`src/rtl/mem_access_unit.sv`:
```
// mem_access_unit: M-stage data-memory access unit.
//   One load/store request per cycle is captured into the M register. The
//   memory port (address, lane-replicated store data, byte enables) is
//   driven combinationally from that register. Load data is aligned and
//   extended, address errors are classified, and the result moves to the W
//   register one edge later. Saturating counters track completed accesses.
// Ports:
//   clk, reset            rising-edge clock, synchronous active-low reset
//   req_*                 request from the E stage (valid, op, addr, wdata, pc, rd)
//   stall, flush          stall blocks acceptance; flush kills the M entry
//   m_data_addr/wdata/byteen, m_inst_addr   memory port driven from M
//   m_data_rdata          combinational read data for word m_data_addr>>2
//   w_*                   W-stage result (valid, we, rd, data, pc, exc, code, badvaddr)
//   load_cnt, store_cnt   saturating completed-access counters

// Per-byte-lane store logic: decides whether this lane is written and which
// source byte lands on it.
module mem_access_unit_lane #(
   parameter int LANE  = 0,
   parameter int VEC_W = 8
) (
   input  logic             be_en,    // error-free, live store in M
   input  logic             dat_en,   // any valid store in M
   input  logic             st_w,
   input  logic             st_h,
   input  logic             st_b,
   input  logic [1:0]       addr_lo,
   input  logic [VEC_W-1:0] w_byte,   // byte LANE of the source word
   input  logic [VEC_W-1:0] h_byte,   // byte LANE%2 of the source word
   input  logic [VEC_W-1:0] b_byte,   // byte 0 of the source word
   output logic             be,
   output logic [VEC_W-1:0] wbyte
);
   localparam logic [1:0] LID = 2'(LANE);

   logic sel;

   always_comb begin
      sel   = 1'b0;
      wbyte = '0;
      if (st_w)      sel = 1'b1;
      else if (st_h) sel = (addr_lo[1] == LID[1]);
      else if (st_b) sel = (addr_lo == LID);
      be = be_en & sel;
      if (dat_en) begin
         if (st_w)      wbyte = w_byte;
         else if (st_h) wbyte = h_byte;
         else if (st_b) wbyte = b_byte;
      end
   end
endmodule

module mem_access_unit #(
   parameter int DM_WORDS = 4096,
   parameter int CNT_W    = 16
) (
   input  logic             clk,
   input  logic             reset,
   input  logic             req_valid,
   input  logic [3:0]       req_op,
   input  logic [31:0]      req_addr,
   input  logic [31:0]      req_wdata,
   input  logic [31:0]      req_pc,
   input  logic [4:0]       req_rd,
   input  logic             stall,
   input  logic             flush,
   output logic [31:0]      m_data_addr,
   output logic [31:0]      m_data_wdata,
   output logic [3:0]       m_data_byteen,
   output logic [31:0]      m_inst_addr,
   input  logic [31:0]      m_data_rdata,
   output logic             w_valid,
   output logic             w_we,
   output logic [4:0]       w_rd,
   output logic [31:0]      w_data,
   output logic [31:0]      w_pc,
   output logic             w_exc,
   output logic [4:0]       w_exc_code,
   output logic [31:0]      w_badvaddr,
   output logic [CNT_W-1:0] load_cnt,
   output logic [CNT_W-1:0] store_cnt
);
   localparam int          NUM_LANES = 4;
   localparam int          VEC_W     = 8;
   localparam int          STAGES    = 1;
   // 33 bits so the limit itself is representable for any depth.
   localparam logic [32:0] DM_BYTES  = 33'(DM_WORDS) << 2;

   typedef enum logic [3:0] {
      OP_NONE = 4'd0,
      OP_LW   = 4'd1,
      OP_LH   = 4'd2,
      OP_LHU  = 4'd3,
      OP_LB   = 4'd4,
      OP_LBU  = 4'd5,
      OP_SW   = 4'd6,
      OP_SH   = 4'd7,
      OP_SB   = 4'd8
   } op_e;

   typedef struct packed {
      op_e         op;
      logic [31:0] addr;
      logic [31:0] wdata;
      logic [31:0] pc;
      logic [4:0]  rd;
   } m_req_t;

   typedef struct packed {
      logic        we;
      logic [4:0]  rd;
      logic [31:0] data;
      logic [31:0] pc;
      logic        exc;
      logic [4:0]  exc_code;
      logic [31:0] badvaddr;
   } w_rsp_t;

   // vld_pipe[0]: M entry valid, vld_pipe[1]: W entry valid
   logic [STAGES:0] vld_pipe;
   m_req_t          m_q;
   w_rsp_t          w_q;

   logic accept;
   logic is_load, is_store, sz_w, sz_h;
   logic misalign, oob, addr_err;
   logic live, ld_ok, st_done, st_en, st_dat;
   logic [7:0]  ld_byte;
   logic [15:0] ld_half;
   logic [31:0] ld_data;
   logic [NUM_LANES-1:0][VEC_W-1:0] wdata_lanes;

   assign accept = req_valid && !stall && (req_op >= 4'd1) && (req_op <= 4'd8);

   // ---------------- M-stage decode ----------------
   always_comb begin
      is_load  = m_q.op inside {OP_LW, OP_LH, OP_LHU, OP_LB, OP_LBU};
      is_store = m_q.op inside {OP_SW, OP_SH, OP_SB};
      sz_w     = m_q.op inside {OP_LW, OP_SW};
      sz_h     = m_q.op inside {OP_LH, OP_LHU, OP_SH};
      misalign = (sz_w && (m_q.addr[1:0] != 2'b00)) || (sz_h && m_q.addr[0]);
      oob      = {1'b0, m_q.addr} >= DM_BYTES;
      addr_err = misalign || oob;
      live     = vld_pipe[0] && !flush;
      ld_ok    = live && is_load && !addr_err;
      st_done  = live && is_store && !addr_err;
      // Gating with reset keeps a store sitting in M at a reset edge from
      // reaching memory.
      st_en    = st_done && reset;
      st_dat   = vld_pipe[0] && is_store;
   end

   // ---------------- store lanes ----------------
   for (genvar i = 0; i < NUM_LANES; i++) begin : g_lane
      mem_access_unit_lane #(.LANE(i), .VEC_W(VEC_W)) u_lane (
         .be_en   (st_en),
         .dat_en  (st_dat),
         .st_w    (m_q.op == OP_SW),
         .st_h    (m_q.op == OP_SH),
         .st_b    (m_q.op == OP_SB),
         .addr_lo (m_q.addr[1:0]),
         .w_byte  (m_q.wdata[VEC_W*i +: VEC_W]),
         .h_byte  (m_q.wdata[VEC_W*(i%2) +: VEC_W]),
         .b_byte  (m_q.wdata[VEC_W-1:0]),
         .be      (m_data_byteen[i]),
         .wbyte   (wdata_lanes[i])
      );
   end

   assign m_data_wdata = wdata_lanes;
   assign m_data_addr  = m_q.addr;
   assign m_inst_addr  = m_q.pc;

   // ---------------- load alignment ----------------
   always_comb begin
      ld_byte = m_data_rdata[{m_q.addr[1:0], 3'b000} +: 8];
      ld_half = m_q.addr[1] ? m_data_rdata[31:16] : m_data_rdata[15:0];
      ld_data = m_data_rdata;
      case (m_q.op)
         OP_LH:   ld_data = {{16{ld_half[15]}}, ld_half};
         OP_LHU:  ld_data = {16'h0000, ld_half};
         OP_LB:   ld_data = {{24{ld_byte[7]}}, ld_byte};
         OP_LBU:  ld_data = {24'h000000, ld_byte};
         default: ld_data = m_data_rdata;
      endcase
   end

   // ---------------- M and W registers ----------------
   always_ff @(posedge clk) begin
      if (!reset) begin
         vld_pipe <= '0;
         m_q      <= '0;
         w_q      <= '0;
      end else begin
         // Bubbles only clear the valid bit; the fields hold so the memory
         // address outputs stay stable.
         vld_pipe[0] <= accept;
         if (accept) begin
            m_q.op    <= op_e'(req_op);
            m_q.addr  <= req_addr;
            m_q.wdata <= req_wdata;
            m_q.pc    <= req_pc;
            m_q.rd    <= req_rd;
         end
         vld_pipe[1]  <= live;
         w_q.we       <= ld_ok && (m_q.rd != 5'd0);
         w_q.rd       <= m_q.rd;
         w_q.data     <= (ld_ok && (m_q.rd != 5'd0)) ? ld_data : 32'h0;
         w_q.pc       <= m_q.pc;
         w_q.exc      <= live && addr_err;
         w_q.exc_code <= (live && addr_err) ? (is_load ? 5'd4 : 5'd5) : 5'd0;
         w_q.badvaddr <= m_q.addr;
      end
   end

   // ---------------- saturating counters ----------------
   always_ff @(posedge clk) begin
      if (!reset) begin
         load_cnt  <= '0;
         store_cnt <= '0;
      end else begin
         if (ld_ok && (load_cnt != '1))
            load_cnt <= load_cnt + CNT_W'(1);
         if (st_done && (store_cnt != '1))
            store_cnt <= store_cnt + CNT_W'(1);
      end
   end

   assign w_valid    = vld_pipe[1];
   assign w_we       = w_q.we;
   assign w_rd       = w_q.rd;
   assign w_data     = w_q.data;
   assign w_pc       = w_q.pc;
   assign w_exc      = w_q.exc;
   assign w_exc_code = w_q.exc_code;
   assign w_badvaddr = w_q.badvaddr;
endmodule

```
`config.mk`:
```
export PLATFORM = sky130hd
export DESIGN_NAME = mem_access_unit
export DESIGN_NICKNAME = d
export VERILOG_FILES = /design/src/rtl/mem_access_unit.sv
export SDC_FILE = /design/constraint.sdc
export NUM_CORES = 1
export LEC_CHECK = 0
export CORE_AREA = 4 4 156 158
export CTS_CLUSTER_SIZE = 30
export DETAILED_ROUTE_END_ITERATION = 7
export DIE_AREA = 0 0 160 162
export GPL_TIMING_DRIVEN = 0
export HOLD_SLACK_MARGIN = 0.12
export PLACE_DENSITY_LB_ADDON = 0.25
export SYNTH_ARGS = -nofsm -noshare
export SYNTH_HDL_FRONTEND = slang
export SYNTH_SLANG_ARGS = --single-unit
```
`constraint.sdc`:
```
create_clock -name clk -period 2.9 [get_ports clk]
set_input_delay 0.87 -clock clk [delete_from_list [all_inputs] [get_ports clk]]
set_output_delay 0.87 -clock clk [all_outputs]
set_load 0.005 [all_outputs]
```
# Word-level counts from Yosys, hierarchy flattened
# Cells that the tools add are included.
[word_totals]
regBits = 247
in_bits = 142
output_inout_bits = 241
elab_cells = 95
[op_classes]
addsub = 2
order_cmp = 3
eq_ne = 13
shifts = 1
n_mux = 26
n_bitwise = 5
n_reduce_logical = 30
[op_table]
columns = ["op", "n"]
rows = [
  ["$pmux 32 s4", 1],
  ["$mux 8", 11],
  ["$add 16x1->16 const B", 2],
  ["$ge 32x15->1 const B", 1],
  ["$ne 16x16->1 const B", 2],
  ["$shiftx 32x6->8", 1],
  ["$eq 4x3->1 const B", 4],
  ["$logic_and 1x1->1", 16],
  ["$mux 16", 1],
  ["$mux 1", 13],
  ["$reduce_bool 5->1", 2],
  ["$eq 4x2->1 const B", 2],
  ["$reduce_bool 3->1", 2],
  ["$and 1x1->1", 4],
  ["$eq 2x2->1 const B", 2],
  ["$eq 4x1->1 const B", 1],
  ["$eq 4x4->1 const B", 1],
  ["$ge 4x1->1 const B", 1],
  ["$le 4x4->1 const B", 1],
  ["$reduce_and 2->1", 2],
  ["$reduce_bool 2->1", 2],
  ["$logic_not 1->1", 3],
  ["$eq 2x1->1 const B", 1],
  ["$logic_not 2->1", 1],
  ["2 further kinds", 3],
]

# Logic depth before layout (Yosys ltp)
[logic_depth]
word_depth = 9
mapped_depth = 9
ltp_nobuf = 6

# Cells and area by module
# Synthesis repeated with hierarchy kept, for this count alone.
[hier_totals]
cells_unflattened = 1234
hier_area_um2 = 10382.5
[by_module_without_submodules]
columns = ["mod", "instances", "cells_each", "area_each_um2", "seq_area_each_um2"]
rows = [
  ["mem_access_unit", 1, 1088, 9247.6, 4884.7],
  ["mem_access_unit_lane at g_lane[1].u_lane", 1, 41, 359.1, 0.0],
  ["mem_access_unit_lane at g_lane[3].u_lane", 1, 41, 356.6, 0.0],
  ["mem_access_unit_lane at g_lane[0].u_lane", 1, 32, 212.7, 0.0],
  ["mem_access_unit_lane at g_lane[2].u_lane", 1, 32, 206.4, 0.0],
]

# Worst setup path after synthesis
# Ideal clock, no wire load.
[synth_path]
path_kind = "input -> output"
startpoint = "input port flush"
endpoint = "output port m_data_byteen[1]"
arrival_time_ns = 1.900
t_required_ns = 2.030
setup_slack_ns = 0.130
path_stages = 5
path_buffers = 2
cell_sequence = "nand2b_1 > or2_2 > clkbuf_1 > nor4b_1 > buf_4"
[synth_between]
elab_chain_cells = 6
[synth_rtl]
columns = ["element", "line_no", "text"]
rows = [
  ["from (decl)", "66", "input logic flush,"],
  ["$logic_not 1->1", "144", "live = vld_pipe[0] && !flush;"],
  ["$logic_and 1x1->1", "144", ""],
  ["$logic_and 1x1->1 (2 in series)", "146", "st_done = live && is_store && !addr_err;"],
  ["$logic_and 1x1->1", "149", "st_en = st_done && reset;"],
  ["$and 1x1->1", "44", "be = be_en & sel;"],
  ["to (decl)", "69", "output logic [3:0] m_data_byteen,"],
]
# Every way passes these cells.

# Final worst setup path
[layout_path]
startpoint = "register m_q[101] (netlist bit)"
endpoint = "output port m_data_byteen[0]"
[layout_between]
elab_chain_cells = 9
word_cells_on_any_way = 21
classes_between = "6 x eq/ne; 3 x mux; 1 x bitwise; 11 x reduce/logical"
[layout_rtl]
columns = ["element", "line_no", "text"]
rows = [
  ["from (decl)", "121", "m_req_t m_q;"],
  ["$eq 4x2->1, or another cell as far along", "140", "sz_h = m_q.op inside {OP_LH, OP_LHU, OP_SH};"],
  ["$reduce_bool 3->1 / $reduce_bool 2->1 (equally long branches)", "140, 139", ""],
  ["$logic_and 1x1->1", "141", "misalign = (sz_w && (m_q.addr[1:0] != 2'b00)) || (sz_h && m_q.addr[0]);"],
  ["$logic_or 1x1->1", "141", ""],
  ["$logic_or 1x1->1", "143", "addr_err = misalign || oob;"],
  ["$logic_not 1->1", "146", ""],
  ["$logic_and 1x1->1", "146", ""],
  ["$logic_and 1x1->1", "149", ""],
  ["$and 1x1->1 (*)", "44", ""],
]
# Mark *: on every way between the ends. The rest lies on a longest branch, timed or not.

==> summary.txt <==
Floorplanning
  – Die Y: 162 µm
  – Die area: between 0.02 and 0.03 mm²
  – Chip Width: ~160 µm
  – Starting density of the core: around 43%
  – Site row count: 56
  – Total core area: 0.02312 mm²
  – Boundary Pins: 383

Power and ir drop
  – Gate power share: 10.2%
  – VDD IR max: 0.4476 mV
  – Sw frac: 23.23%
  – Reg power frac: about 46%
  – Total internal power: 0.005829 W
  – Power density over the cells: 485.0 mW/mm²
  – Clk pwr share: a little over two fifths
  – Switching Power: approximately 0.0018 W
  – Leakage power: 5.901 nW
  – Total power: 0.007593 W

Worst setup path
  – Cell Chain, Critical Path: buf_6 > or4b_4 > o21ai_2 > a21oi_1 > nor4_2 > buf_2
  – Worst setup path start: m_q[101]
  – R2R Path Start: load_cnt[0]
  – R2R setup slack: 300 ps
  – Arrival time at the worst endpoint: 2130 ps
  – Required @ worst endpoint: 2030 ps
  – CP Max Fanout: 9
  – Worst r2r dst: load_cnt[1]
  – Worst path slowest cell: or4b_4
  – CP startpoint kind: flip-flop
  – Crit end category: primary output
  – Max stage delay on crit path: 530 ps
  – Setup CP Type: reg2out
  – R2r worst-path depth: 8

Yosys
  – Top FF cell, synth: dfxtp_1
  – Mean Syn Cell Area: 8.463 µm²
  – Synth area leader: dfxtp_1
  – Share of the synthesized area in the top cell type: 49.16%
  – Most frequent cell after synthesis: nand2_1
  – Async S/R FF share, synth: 0%
  – Mapped cell area: 0.009936 mm²
  – Cells after synthesis: 1174
  – EDFF count, synth: 0
  – Number of distinct library cells after synthesis: 64
  – Top post-synthesis cells by area: dfxtp_1 49%, nand2_1 11%, a21oi_1 8.7%
  – Post-synth top cells: 282 x nand2_1, 244 x dfxtp_1, 172 x a21oi_1
  – #FFs+latches synth: approximately 240
  – Synth Warn #: 0
  – Sequential share of the synthesized area: 49.16%

Timing
  – WHS: 457.8 ps
  – Crit share post-route: 103.6%
  – Fin worst setup slack: -104.4 ps
  – Worst Skew: approximately 8 ps
  – Slew @ Worst Pin: 945.9 ps
  – Hold Fails Final Rpt: 0
  – Finish-stage setup viols: 27
  – Max Clk Rate: 0.3328 GHz
  – Unrepaired setup endpoints after global routing: true
  – Slew HR: between 30 and 40%
  – Tmin final: 3004 ps
  – Slew Viols, Final: 0

Clock network
  – H-Tree Depth: 1
  – CTS tree: done
  – Clk buf depth: 3
  – Clock sink count: 244
  – Reg clk slew, reported paths: approximately 60 ps
  – Num CTS Buffers: 26
  – CTS Hold Bufs: 0
  – Root Driver: clkbuf_16
  – Clock Latency Late Sink: approximately 530 ps

Finish
  – Layout Area Growth over Synthesis: 57.55%
  – Non-filler cells, final: 1927
  – Multi-input logic area: roughly 0.0045 mm²
  – FILL cells: 1894
  – Storage element area: ~0.005 mm²
  – Share of cells above drive strength 1: a little under a fifth
  – Final nets: 1761

Placed design
  – GPL Wtd Cong: 0.9113
  – Number of I/O port buffers: 379
  – Dpl ws: -1098 ps
  – HPWL after DPL: 25920 µm
  – Placed insts: 1845

Global route
  – Largest net degree at the start of global routing: 14
  – GRT Resource Usage Total: between 20% and 30%
  – Gr ovfl total: 0
  – Initial antenna violation count: 3
  – First-pass GRT wire length: around 54000 µm
  – Vias in the first global route: 9831

Worst hold path
  – Hold_sp: m_q[59]
  – Hold path cells: 2
  – Hold WC Path Type: reg2reg
  – Worst Hold Path EP: m_q[59]

Flow run
  – Max Cap Viol: 0

Route
  – Final ANT Viol Nets: 0
  – Starting DRT DRC Count: 611
  – Wirelength, routed: 35680 µm
  – Via Count: approximately 10k
  – Pre-antenna DRT Iters: 7
  – Drt drc: 0
  – WL/cell: 18.52 µm
  – Via density: 5.212

Status
  – Failing checks: setup timing
  – Status: finished with violations
-- worst max-delay path by stage --
stage / endpoint / depth (start not counted)
finish: m_data_byteen[0] / 6
global route: m_data_byteen[2] / 6
CTS: m_data_wdata[19] / 9
detailed placement: m_data_byteen[3] / 7
global placement: m_data_byteen[3] / 7
floorplan: m_data_byteen[1] / 5
-- critical path: cells and delay by family, from the launching register on --
family | cells | cell delay (ps)
AO/OA/AOI/OAI | 2 | 260
AND/OR/NAND/NOR | 2 | 740
buffers and inverters | 2 | 300
flip-flops | 1 | 310
-- kinds of logic after synthesis --
logic type,count (synthesis),share of synthesized area [%]
adders and majority gates,2,0.2518
buffers and inverters,162,9.092
xor gates and xnor gates,1,0.08817
other,1,0.03774
DFF,244,49.16
and+or+nand+nor,497,24.40
muxes,21,2.380
AOI/OAI and AO/OA,246,14.58
-- cells in the final DEF, fill, tap and decap left out, drive strengths merged, types with 4 or more instances in the layout --
master,instances
clkdlybuf4s50,341
nand2,282
dfxtp,244
a21oi,173
buf,164
clkbuf,90
and2,88
or4,21
nor2,20
o31ai,19
o21ai,17
nand3,13
nand2b,12
nand4,12
mux2,11
inv,10
nor4,10
mux2i,9
clkinv,9
o221a,7
a222oi,6
nor3,6
or3,5
nor2b,5
nand3b,4
and4,4
nor4b,4
-- what timing repair did --
action,in CTS,in global routing
gates resized for setup,269,54
pin swaps,20,15
gates cloned,1,0
setup buffers,31,12
endpoints found under the setup margin,86,85
-- final cells by class --
class                      instances  share of cell area [%]
sequential                       244                   31.36
multi-input combinational        770                   28.57
timing repair buffer             422                   26.08
buffer                           143                   5.915
clock buffer                      33                   4.716
tap                              290                   2.318
clock inverter                    12                  0.7433
inverter                          10                  0.2478
antenna                            3                 0.04796
-- layer usage --
metal	part of all wire [%]	routed length [µm]	global-route usage, %	up-vias
met4	3.8	1355	9.582	0
li1	-	-	-	4811
met2	49	17510	44.91	430
met1	39	13970	30.55	4710
met5	0	0	0	-
met3	8.0	2851	6.547	93
-- flip-flops by register name, indices dropped and copies added (netlist names) --
| name | flops |
|---|---|
| load_cnt | 16 |
| m_data_addr | 32 |
| m_inst_addr | 32 |
| m_q | 41 |
| store_cnt | 16 |
| vld_pipe | 2 |
| w_badvaddr | 32 |
| w_data | 32 |
| w_exc | 1 |
| w_exc_code | 2 |
| w_pc | 32 |
| w_rd | 5 |
| w_we | 1 |
-- power groups by stage --
stage / Sequential (W) / Combinational, W / Clock, W
after floorplan: 0.00354 / 0.000300 / 0
after global placement: 0.00355 / 0.000709 / 0
after detailed placement: 0.00355 / 0.000715 / 0
after CTS: 0.00348 / 0.000765 / 0.00337
after global routing: 0.00349 / 0.000839 / 0.00348
final: 0.00348 / 0.000778 / 0.00333
-- stage by stage --
stage	util [%]	instance area [µm²]	setup TNS, ps
floorplan	-	9943	0
global placement	60.98	14100	-75240
detailed placement	60.98	14100	-75960
CTS	66.75	15430	-4096
global route	67.70	15650	-2783
finish	67.70	15650	-1539
Note: power is estimated with default switching activity, not from simulation.
